File: config.mk
export PLATFORM = sky130hd
export DESIGN_NAME = fp_addsub_arbiter_flat
export DESIGN_NICKNAME = d
export VERILOG_FILES = /design/src/rtl/fp_addsub_arbiter_if.sv /design/src/rtl/fp_addsub_arbiter.sv /design/src/flat_wrapper.sv
export SDC_FILE = /design/constraint.sdc
export NUM_CORES = 1
export LEC_CHECK = 0
export CAP_MARGIN = 20
export CORE_AREA = 2 2 117 119
export CTS_CLUSTER_DIAMETER = 50
export DETAILED_ROUTE_END_ITERATION = 10
export DIE_AREA = 0 0 119 121
export HOLD_SLACK_MARGIN = 0.03
export PLACE_DENSITY = 0.52
export SETUP_SLACK_MARGIN = 0.3
export SLEW_MARGIN = 10
export SYNTH_ARGS = -nofsm -noshare
export SYNTH_HDL_FRONTEND = slang
export SYNTH_SLANG_ARGS = --single-unit
File: constraint.sdc
create_clock -name clk -period 1.8 [get_ports clk]
set_input_delay 0.27 -clock clk [delete_from_list [all_inputs] [get_ports clk]]
set_output_delay 0.27 -clock clk [all_outputs]
set_load 0.02 [all_outputs]
File: src/rtl/fp_addsub_arbiter_if.sv
// Bundle for the fp_addsub_arbiter: two requesters, the shared fadd/fsub unit
// operands/results, and the tagged response stream.
interface fp_addsub_arbiter_if #(
    parameter int unsigned WIDTH = 32
);
    logic             req0_valid;
    logic             req1_valid;
    logic [WIDTH-1:0] req0_op1;
    logic [WIDTH-1:0] req0_op2;
    logic [WIDTH-1:0] req1_op1;
    logic [WIDTH-1:0] req1_op2;
    logic             req0_sub;
    logic             req1_sub;
    logic             req0_ready;
    logic             req1_ready;
    logic [WIDTH-1:0] fpu_op1;
    logic [WIDTH-1:0] fpu_op2;
    logic [WIDTH-1:0] fadd_result;
    logic [WIDTH-1:0] fsub_result;
    logic             resp_valid;
    logic             resp_id;
    logic [WIDTH-1:0] resp_data;
    logic             busy;

    // Environment side: requesters plus the shared arithmetic units.
    modport master (
        output req0_valid, req1_valid, req0_op1, req0_op2, req1_op1, req1_op2,
               req0_sub, req1_sub, fadd_result, fsub_result,
        input  req0_ready, req1_ready, fpu_op1, fpu_op2, resp_valid, resp_id,
               resp_data, busy
    );

    modport slave (
        input  req0_valid, req1_valid, req0_op1, req0_op2, req1_op1, req1_op2,
               req0_sub, req1_sub, fadd_result, fsub_result,
        output req0_ready, req1_ready, fpu_op1, fpu_op2, resp_valid, resp_id,
               resp_data, busy
    );
endinterface

File: src/rtl/fp_addsub_arbiter.sv
// Round-robin arbiter sharing one fadd and one fsub unit between two requesters;
// a LATENCY-deep tag pipe routes each result back to its owner.
module fp_addsub_arbiter #(
    parameter int unsigned LATENCY = 2,
    parameter int unsigned WIDTH   = 32
) (
    input logic                 clk,
    input logic                 reset,
    fp_addsub_arbiter_if.slave  bus
);

    typedef struct packed {
        logic valid;
        logic id;
        logic sub;
    } tag_t;

    tag_t [LATENCY-1:0] tag_q, tag_d;
    logic               last_q, last_d;
    logic               hold_q;
    logic               blocked;
    logic               gnt0, gnt1, grant;
    logic               any_valid;
    tag_t               tail;

    // Outputs stay quiet while reset is low and for one cycle afterwards.
    assign blocked = !reset || hold_q;

    always_comb begin
        gnt0  = !blocked && bus.req0_valid && (!bus.req1_valid || last_q);
        gnt1  = !blocked && bus.req1_valid && (!bus.req0_valid || !last_q);
        grant = gnt0 || gnt1;

        bus.req0_ready = gnt0;
        bus.req1_ready = gnt1;

        if (gnt0) begin
            bus.fpu_op1 = bus.req0_op1;
            bus.fpu_op2 = bus.req0_op2;
        end else if (gnt1) begin
            bus.fpu_op1 = bus.req1_op1;
            bus.fpu_op2 = bus.req1_op2;
        end else begin
            bus.fpu_op1 = {WIDTH{1'b0}};
            bus.fpu_op2 = {WIDTH{1'b0}};
        end

        last_d = grant ? gnt1 : last_q;

        tag_d           = tag_q;
        tag_d[0].valid  = grant;
        tag_d[0].id     = gnt1;
        tag_d[0].sub    = gnt1 ? bus.req1_sub : (gnt0 && bus.req0_sub);
        for (int i = 1; i < int'(LATENCY); i++) begin
            tag_d[i] = tag_q[i-1];
        end
    end

    always_comb begin
        any_valid = 1'b0;
        for (int i = 0; i < int'(LATENCY); i++) begin
            any_valid = any_valid || tag_q[i].valid;
        end
        tail = tag_q[LATENCY-1];

        bus.busy       = !blocked && any_valid;
        bus.resp_valid = !blocked && tail.valid;
        bus.resp_id    = bus.resp_valid && tail.id;
        if (!bus.resp_valid) begin
            bus.resp_data = {WIDTH{1'b0}};
        end else if (tail.sub) begin
            bus.resp_data = bus.fsub_result;
        end else begin
            bus.resp_data = bus.fadd_result;
        end
    end

    // Pointer resets to requester 1 so requester 0 wins the first contention.
    always_ff @(posedge clk) begin
        if (!reset) begin
            tag_q  <= '0;
            last_q <= 1'b1;
            hold_q <= 1'b1;
        end else begin
            tag_q  <= tag_d;
            last_q <= last_d;
            hold_q <= 1'b0;
        end
    end

endmodule

File: src/flat_wrapper.sv
// flat-port wrapper written by rule: the top's interface ports become plain ports
module fp_addsub_arbiter_flat 
#(
    parameter int unsigned LATENCY = 2,
    parameter int unsigned WIDTH   = 32
)
  (clk, reset, bus_req0_valid, bus_req1_valid, bus_req0_op1, bus_req0_op2, bus_req1_op1, bus_req1_op2, bus_req0_sub, bus_req1_sub, bus_fadd_result, bus_fsub_result, bus_req0_ready, bus_req1_ready, bus_fpu_op1, bus_fpu_op2, bus_resp_valid, bus_resp_id, bus_resp_data, bus_busy);
  fp_addsub_arbiter_if #(.WIDTH(WIDTH)) bus_i ();
  input logic clk;
  input logic reset;
  input wire logic [$bits(bus_i.req0_valid)-1:0] bus_req0_valid;
  input wire logic [$bits(bus_i.req1_valid)-1:0] bus_req1_valid;
  input wire logic [$bits(bus_i.req0_op1)-1:0] bus_req0_op1;
  input wire logic [$bits(bus_i.req0_op2)-1:0] bus_req0_op2;
  input wire logic [$bits(bus_i.req1_op1)-1:0] bus_req1_op1;
  input wire logic [$bits(bus_i.req1_op2)-1:0] bus_req1_op2;
  input wire logic [$bits(bus_i.req0_sub)-1:0] bus_req0_sub;
  input wire logic [$bits(bus_i.req1_sub)-1:0] bus_req1_sub;
  input wire logic [$bits(bus_i.fadd_result)-1:0] bus_fadd_result;
  input wire logic [$bits(bus_i.fsub_result)-1:0] bus_fsub_result;
  output wire logic [$bits(bus_i.req0_ready)-1:0] bus_req0_ready;
  output wire logic [$bits(bus_i.req1_ready)-1:0] bus_req1_ready;
  output wire logic [$bits(bus_i.fpu_op1)-1:0] bus_fpu_op1;
  output wire logic [$bits(bus_i.fpu_op2)-1:0] bus_fpu_op2;
  output wire logic [$bits(bus_i.resp_valid)-1:0] bus_resp_valid;
  output wire logic [$bits(bus_i.resp_id)-1:0] bus_resp_id;
  output wire logic [$bits(bus_i.resp_data)-1:0] bus_resp_data;
  output wire logic [$bits(bus_i.busy)-1:0] bus_busy;
  assign bus_i.req0_valid = bus_req0_valid;
  assign bus_i.req1_valid = bus_req1_valid;
  assign bus_i.req0_op1 = bus_req0_op1;
  assign bus_i.req0_op2 = bus_req0_op2;
  assign bus_i.req1_op1 = bus_req1_op1;
  assign bus_i.req1_op2 = bus_req1_op2;
  assign bus_i.req0_sub = bus_req0_sub;
  assign bus_i.req1_sub = bus_req1_sub;
  assign bus_i.fadd_result = bus_fadd_result;
  assign bus_i.fsub_result = bus_fsub_result;
  assign bus_req0_ready = bus_i.req0_ready;
  assign bus_req1_ready = bus_i.req1_ready;
  assign bus_fpu_op1 = bus_i.fpu_op1;
  assign bus_fpu_op2 = bus_i.fpu_op2;
  assign bus_resp_valid = bus_i.resp_valid;
  assign bus_resp_id = bus_i.resp_id;
  assign bus_resp_data = bus_i.resp_data;
  assign bus_busy = bus_i.busy;
  fp_addsub_arbiter #(.LATENCY(LATENCY), .WIDTH(WIDTH)) u_core (.clk(clk), .reset(reset), .bus(bus_i));
endmodule
==> impl_metrics.ini, run 1 <==
[sta]
whs_ns = 0.429
grt_setup_unrepaired = true
setup_violations = 65
relSlewSlack_pct = 82.9
slew_viol_final = 0
period_minus_slack_ns = 1.89
tightest_slew_ns = 0.250
clock_skew_ns = 0.00304
max_freq_ghz = 0.528
finalSetupTns_ns = -3.54
finalHoldViolCount = 0
setup_ws_ns = -0.0938
fin_crit_sh_pct = 105

[synth]
post-synth-top-area-cell = a22o_1
yosysUniqueCellTypes = 18
synth.avg_cell_area_um2 = 8.15
yosysWarnings = 0
ys_seq_area_share_pct = 11.0
synth_area_um2 = 1450
synth.top_cell.area_share_pct = 39.3
synth_seq_cells = 8
synthCells = 178
syn-num-nets = 376
synth_area_leaders = a22o_1 39%, mux2i_1 22%, dfxtp_1 11%

[route]
wirelength_um = 11200
drc = 0
firstDrtPassIters = 4
vias = 2777
ant_nets = 0
routed_via_density = 4.07
drt_iter0_markers = 38
wire_per_inst_um = 16.5

[min_path]
hp-start = reset
min-delay-path-class = in -> reg
hold_path_end = u_core.hold_q
hold_depth = 3

[floorplan]
core_area_um2 = 13100
die_w_um = 119
dieArea_um2 = 14400
initial_core_util_pct = 11.1
ios = 299
die-height_um = 121
rows = 42

[place]
gp_congestion = 0.777
io_buffers = 298
dpl_cell_area_um2 = 4700
pre_cts_slack_ns = -0.704
hpwlAfterDp_um = 8230

[clock_network]
ctsRootBufferMaster = clkbuf_16
path_clk_slew_ns = 0.04
clockBufferDepth = 2
cts_sinks = 8
numCtsBuffers = 3
clock_latency_ns = 0.23
h-tree-depth = 1
cts_tree = built

[grt]
antenna_found_initial = 0
grt_pass1_vias = 2761
grt_first_pass_wirelength_um = 14700
grt_overflow = 0
grt_max_degree = 31
track_usage_pct = 13.0

[status]
outcome = complete, but fails checks
failed_checks = negative setup slack

[setup_path]
cp.required_ns = 1.53
r2r_slack_ns = 0.34
r2r_end = u_core.tag_d[5]
r2r-start = u_core.last_q
crit_type = reg -> out
end_kind = output port
critPathLaunchType = flip-flop
cp_data_arrival_time_ns = 1.62
reg2reg_depth = 7
crit_fanout = 6

[power]
power_mw = 1.58
power_leakage_nw = 2.29
vdd_ir_drop_max_mv = 0.234
p_per_area_nw_per_um2 = 290

[final_layout]
drive_above_1_share_pct = 33.8
postLayoutCellArea_um2 = 5450
final_cell_mix = 194 x clkdlybuf4s50_1, 77 x buf_6, 64 x a22o_1, 45 x buf_4, 32 x mux2i_1
fin_nets = 706
syn2layout_area_growth_pct = 275
num_antenna_cells = 0
fillers = 1297
final_common_cell = clkdlybuf4s50_1

[flow_run]
cap_violations = 0
==> logic make-up (layout without fill, tap and decap cells) <==
logic type / Yosys count / after routing / synth area share, %
AO/OA/AOI/OAI: 68 / 68 / 40.6
flip-flops: 8 / 8 / 11.0
buffers and inverters: 26 / 354 / 12.3
multiplexers: 32 / 32 / 22.1
AND/OR/NAND/NOR: 44 / 44 / 14.0
==> power by group <==
group | total (mW) | internal [mW] | switching [mW]
clock network | 0.366 | 0.286 | 0.0801
logic | 1.02 | 0.687 | 0.332
registers | 0.194 | 0.187 | 0.00645
total | 1.58 | 1.16 | 0.418
==> cells in the mapped netlist <==
library cell,instances
inv_1,3
nand2b_1,1
o211ai_1,1
mux2i_1,32
a22o_1,65
nor2_1,32
or2_1,1
and3_4,1
dfxtp_1,8
clkbuf_1,4
buf_6,9
o21ai_0,1
nand2_1,2
and3_1,3
and2_1,3
o21a_1,1
nor2b_4,1
buf_2,10
==> state kept, by name, indices dropped and copies added (netlist names) <==
name / count
u_core.tag_q: 3
u_core.tag_d: 3
u_core.hold_q: 1
u_core.last_q: 1
==> worst max-delay path, cell delays in order (launching register included) <==
cell     delay [ns]
dfxtp_2        0.34
nand2_2        0.06
and3_4         0.22
buf_12         0.13
buf_16         0.12
buf_8          0.12
a22o_1         0.26
buf_6          0.14
==> repair_timing <==
action | CTS | global route
pin swaps | 5 | 28
gates resized for setup | 491 | 123
gates cloned | 5 | 7
setup buffers | 13 | 10
setup endpoints to repair | 101 | 102
hold buffers | 0 | 0
==> worst max path at each step <==
stage                        from               to  slack, ns  depth (start not counted)
finish              u_core.last_q  bus_fpu_op2[22]      -0.09                          7
global placement            reset  bus_fpu_op1[30]      -0.69                          6
CTS                 u_core.hold_q  bus_fpu_op2[22]      -0.07                          7
global route        u_core.hold_q   bus_fpu_op1[7]      -0.13                          7
detailed placement          reset  bus_fpu_op1[30]      -0.70                          6
floorplan           u_core.hold_q   bus_fpu_op1[0]       0.29                          6
==> area by class of cell <==
| class | count | area, um2 | area share (%) |
|---|---|---|---|
| tap | 176 | 220 | 4.04 |
| inverter | 3 | 11.3 | 0.207 |
| sequential | 8 | 164 | 3.01 |
| clock buffer | 3 | 75.1 | 1.38 |
| multi-input combinational | 144 | 1180 | 21.6 |
| timing repair buffer | 348 | 3800 | 69.7 |
==> per-stage QoR <==
| step | cells | util [%] |
|---|---|---|
| after floorplan | 178 | - |
| after global routing | 682 | 41.6 |
| after CTS | 665 | 39.3 |
| after detailed placement | 644 | 35.9 |
| after global placement | 644 | 35.9 |
| final | 682 | 41.6 |
==> layer usage <==
metal  global-route usage, %  wire length (um)  up-vias  part of all wire (%)
met5                       0                 0        -                     0
met4                    2.60               102        0                  0.91
met3                    3.85              1090        8                   9.7
met2                    25.6              5940      186                    53
met1                    13.5              4110     1243                    37
li1                        -                 -     1340                     -
(Power assumes the default switching activity.)
==> run 2: changes to the inputs <==
PLACE_DENSITY = 0.54   (was 0.52)
clock period = 1.6 ns   (was 1.8 ns; I/O delays follow)
==> run 2 against run 1 <==
  * The flow still finishes with violations (negative setup slack)
  * Count of clock-buffer cells in the layout unchanged
  * Routed wire length increased by 3.3%
  * Largest cell class unchanged
  * Combinational power increased by 34%
  * Register-to-register slack got worse by 0.23 ns
  * Clock power increased by 15%
  * Largest power group unchanged
  * Core utilization increased by 9.5 points
==> impl_metrics.ini, run 2 (synthesis gave the netlist of run 1 again) <==
[route]
drt_iter0_markers = 44
wire_per_inst_um = 16.4
ant_nets = 0
routed_via_density = 4.13
drc = 0
firstDrtPassIters = 4
vias = 2934
wirelength_um = 11600

[grt]
grt_max_degree = 18
grt_overflow = 0
grt_pass1_vias = 3139
antenna_found_initial = 0
grt_first_pass_wirelength_um = 16900
track_usage_pct = 14.6

[sta]
finalHoldViolCount = 0
slew_viol_final = 0
max_freq_ghz = 0.528
relSlewSlack_pct = 81.3
tightest_slew_ns = 0.273
whs_ns = 0.407
fin_crit_sh_pct = 118
period_minus_slack_ns = 1.89
finalSetupTns_ns = -19.44
setup_ws_ns = -0.293
setup_violations = 98
clock_skew_ns = 0.000449
grt_setup_unrepaired = true

[power]
clkPwrFrac_pct = 20.9
power_leakage_nw = 2.85
internal-power_mw = 1.44
swShare_pct = 28.3
p_per_area_nw_per_um2 = 300
power.share.combinational_pct = 68.2
vdd_ir_drop_max_mv = 0.219
power_mw = 2.00
switchingPower_mw = 0.567
power_frac_seq_pct = 10.9

[place]
place_inst = 647
dpl_cell_area_um2 = 5340
hpwlAfterDp_um = 8500
pre_cts_slack_ns = -0.780
io_buffers = 298
gp_congestion = 0.721

[clock_network]
clock_latency_ns = 0.23
cts_hold_buffers = 0
clockBufferDepth = 2
cts_tree = built
path_clk_slew_ns = 0.04
h-tree-depth = 1
cts_sinks = 8
numCtsBuffers = 3
ctsRootBufferMaster = clkbuf_16

[floorplan]
core_area_um2 = 13100
initial_core_util_pct = 11.1
die-height_um = 121
dieArea_um2 = 14400
die_w_um = 119
rows = 42
ios = 299

[final_layout]
drive_above_1_share_pct = 52.6
postLayoutCellArea_um2 = 6680
fin_nets = 734
num_antenna_cells = 0
fin_cells = 710
final_core_utilization_pct = 51.1
final_common_cell = clkdlybuf4s50_1
syn2layout_area_growth_pct = 361
final_cell_mix = 194 x clkdlybuf4s50_1, 127 x buf_6, 49 x a22o_4, 32 x nor2_4, 25 x mux2i_1

[setup_path]
critPathLaunchType = flip-flop
end_kind = output port
crit_type = reg -> out
cp.required_ns = 1.36
cp_data_arrival_time_ns = 1.65
crit_fanout = 6

[status]
failed_checks = negative setup slack
outcome = complete, but fails checks

[flow_run]
cap_violations = 0

[min_path]
min-delay-path-class = in -> reg
[run 2: cell types whose count changed in the layout (fill, tap and decap cells not counted), sizes merged]
| cell | delta |
|---|---|
| clkinv | +1 |
| buf | +31 |
| clkbuf | -3 |
| inv | -1 |
[run 2: final cells by class]
| class | count | area [um2] |
|---|---|---|
| fillers | 1162 | 6400 |
| repair buffers | 376 | 4350 |
| multi-input cells | 144 | 1860 |
| well taps | 176 | 220 |
| flip-flops and latches | 8 | 164 |
| clock buffers | 3 | 75.1 |
| inverters | 3 | 16.3 |
[run 2: what timing repair did]
action	4_1_cts	5_1_grt
endpoints found under the setup margin	103	103
buffers inserted	29	17
pin swaps	11	47
gates resized for setup	596	93
cloned	12	2
[run 2: path summary, 6_finish.rpt]
check / slack [ns] / depth (start not counted) / endpoint / startpoint
setup reg to reg: 0.11 / 7 / u_core.tag_d[3] / u_core.last_q
setup / recovery: -0.29 / 8 / bus_fpu_op1[20] / u_core.hold_q
hold / removal: 0.41 / 3 / u_core.hold_q / reset
hold reg to reg: 0.43 / 1 / u_core.tag_q[4] / u_core.tag_d[4]
[run 2: routing by layer]
metal,track usage (%),up-vias,wire length (um)
li1,-,1404,-
met1,15.9,1351,4070
met2,28.8,172,6450
met3,3.81,7,1020
met4,1.56,0,73
met5,0,-,0
[run 2: power by group through the flow]
| stage | sequential (mW) | combinational (mW) | clock, mW |
|---|---|---|---|
| final | 0.218 | 1.37 | 0.420 |
| after global routing | 0.219 | 1.44 | 0.437 |
| after CTS | 0.218 | 1.30 | 0.424 |
| after detailed placement | 0.220 | 1.13 | 0 |
| after global placement | 0.219 | 1.12 | 0 |
| after floorplan | 0.217 | 0.410 | 0 |
[run 2: critical path, stage by stage (launching register included)]
cell and delay [ns]:
dfxtp_2 0.34, nor2b_4 0.05, and3_4 0.19, buf_12 0.13, buf_12 0.11, buf_16 0.13, buf_6 0.11, a22o_4 0.23
buf_6 0.13
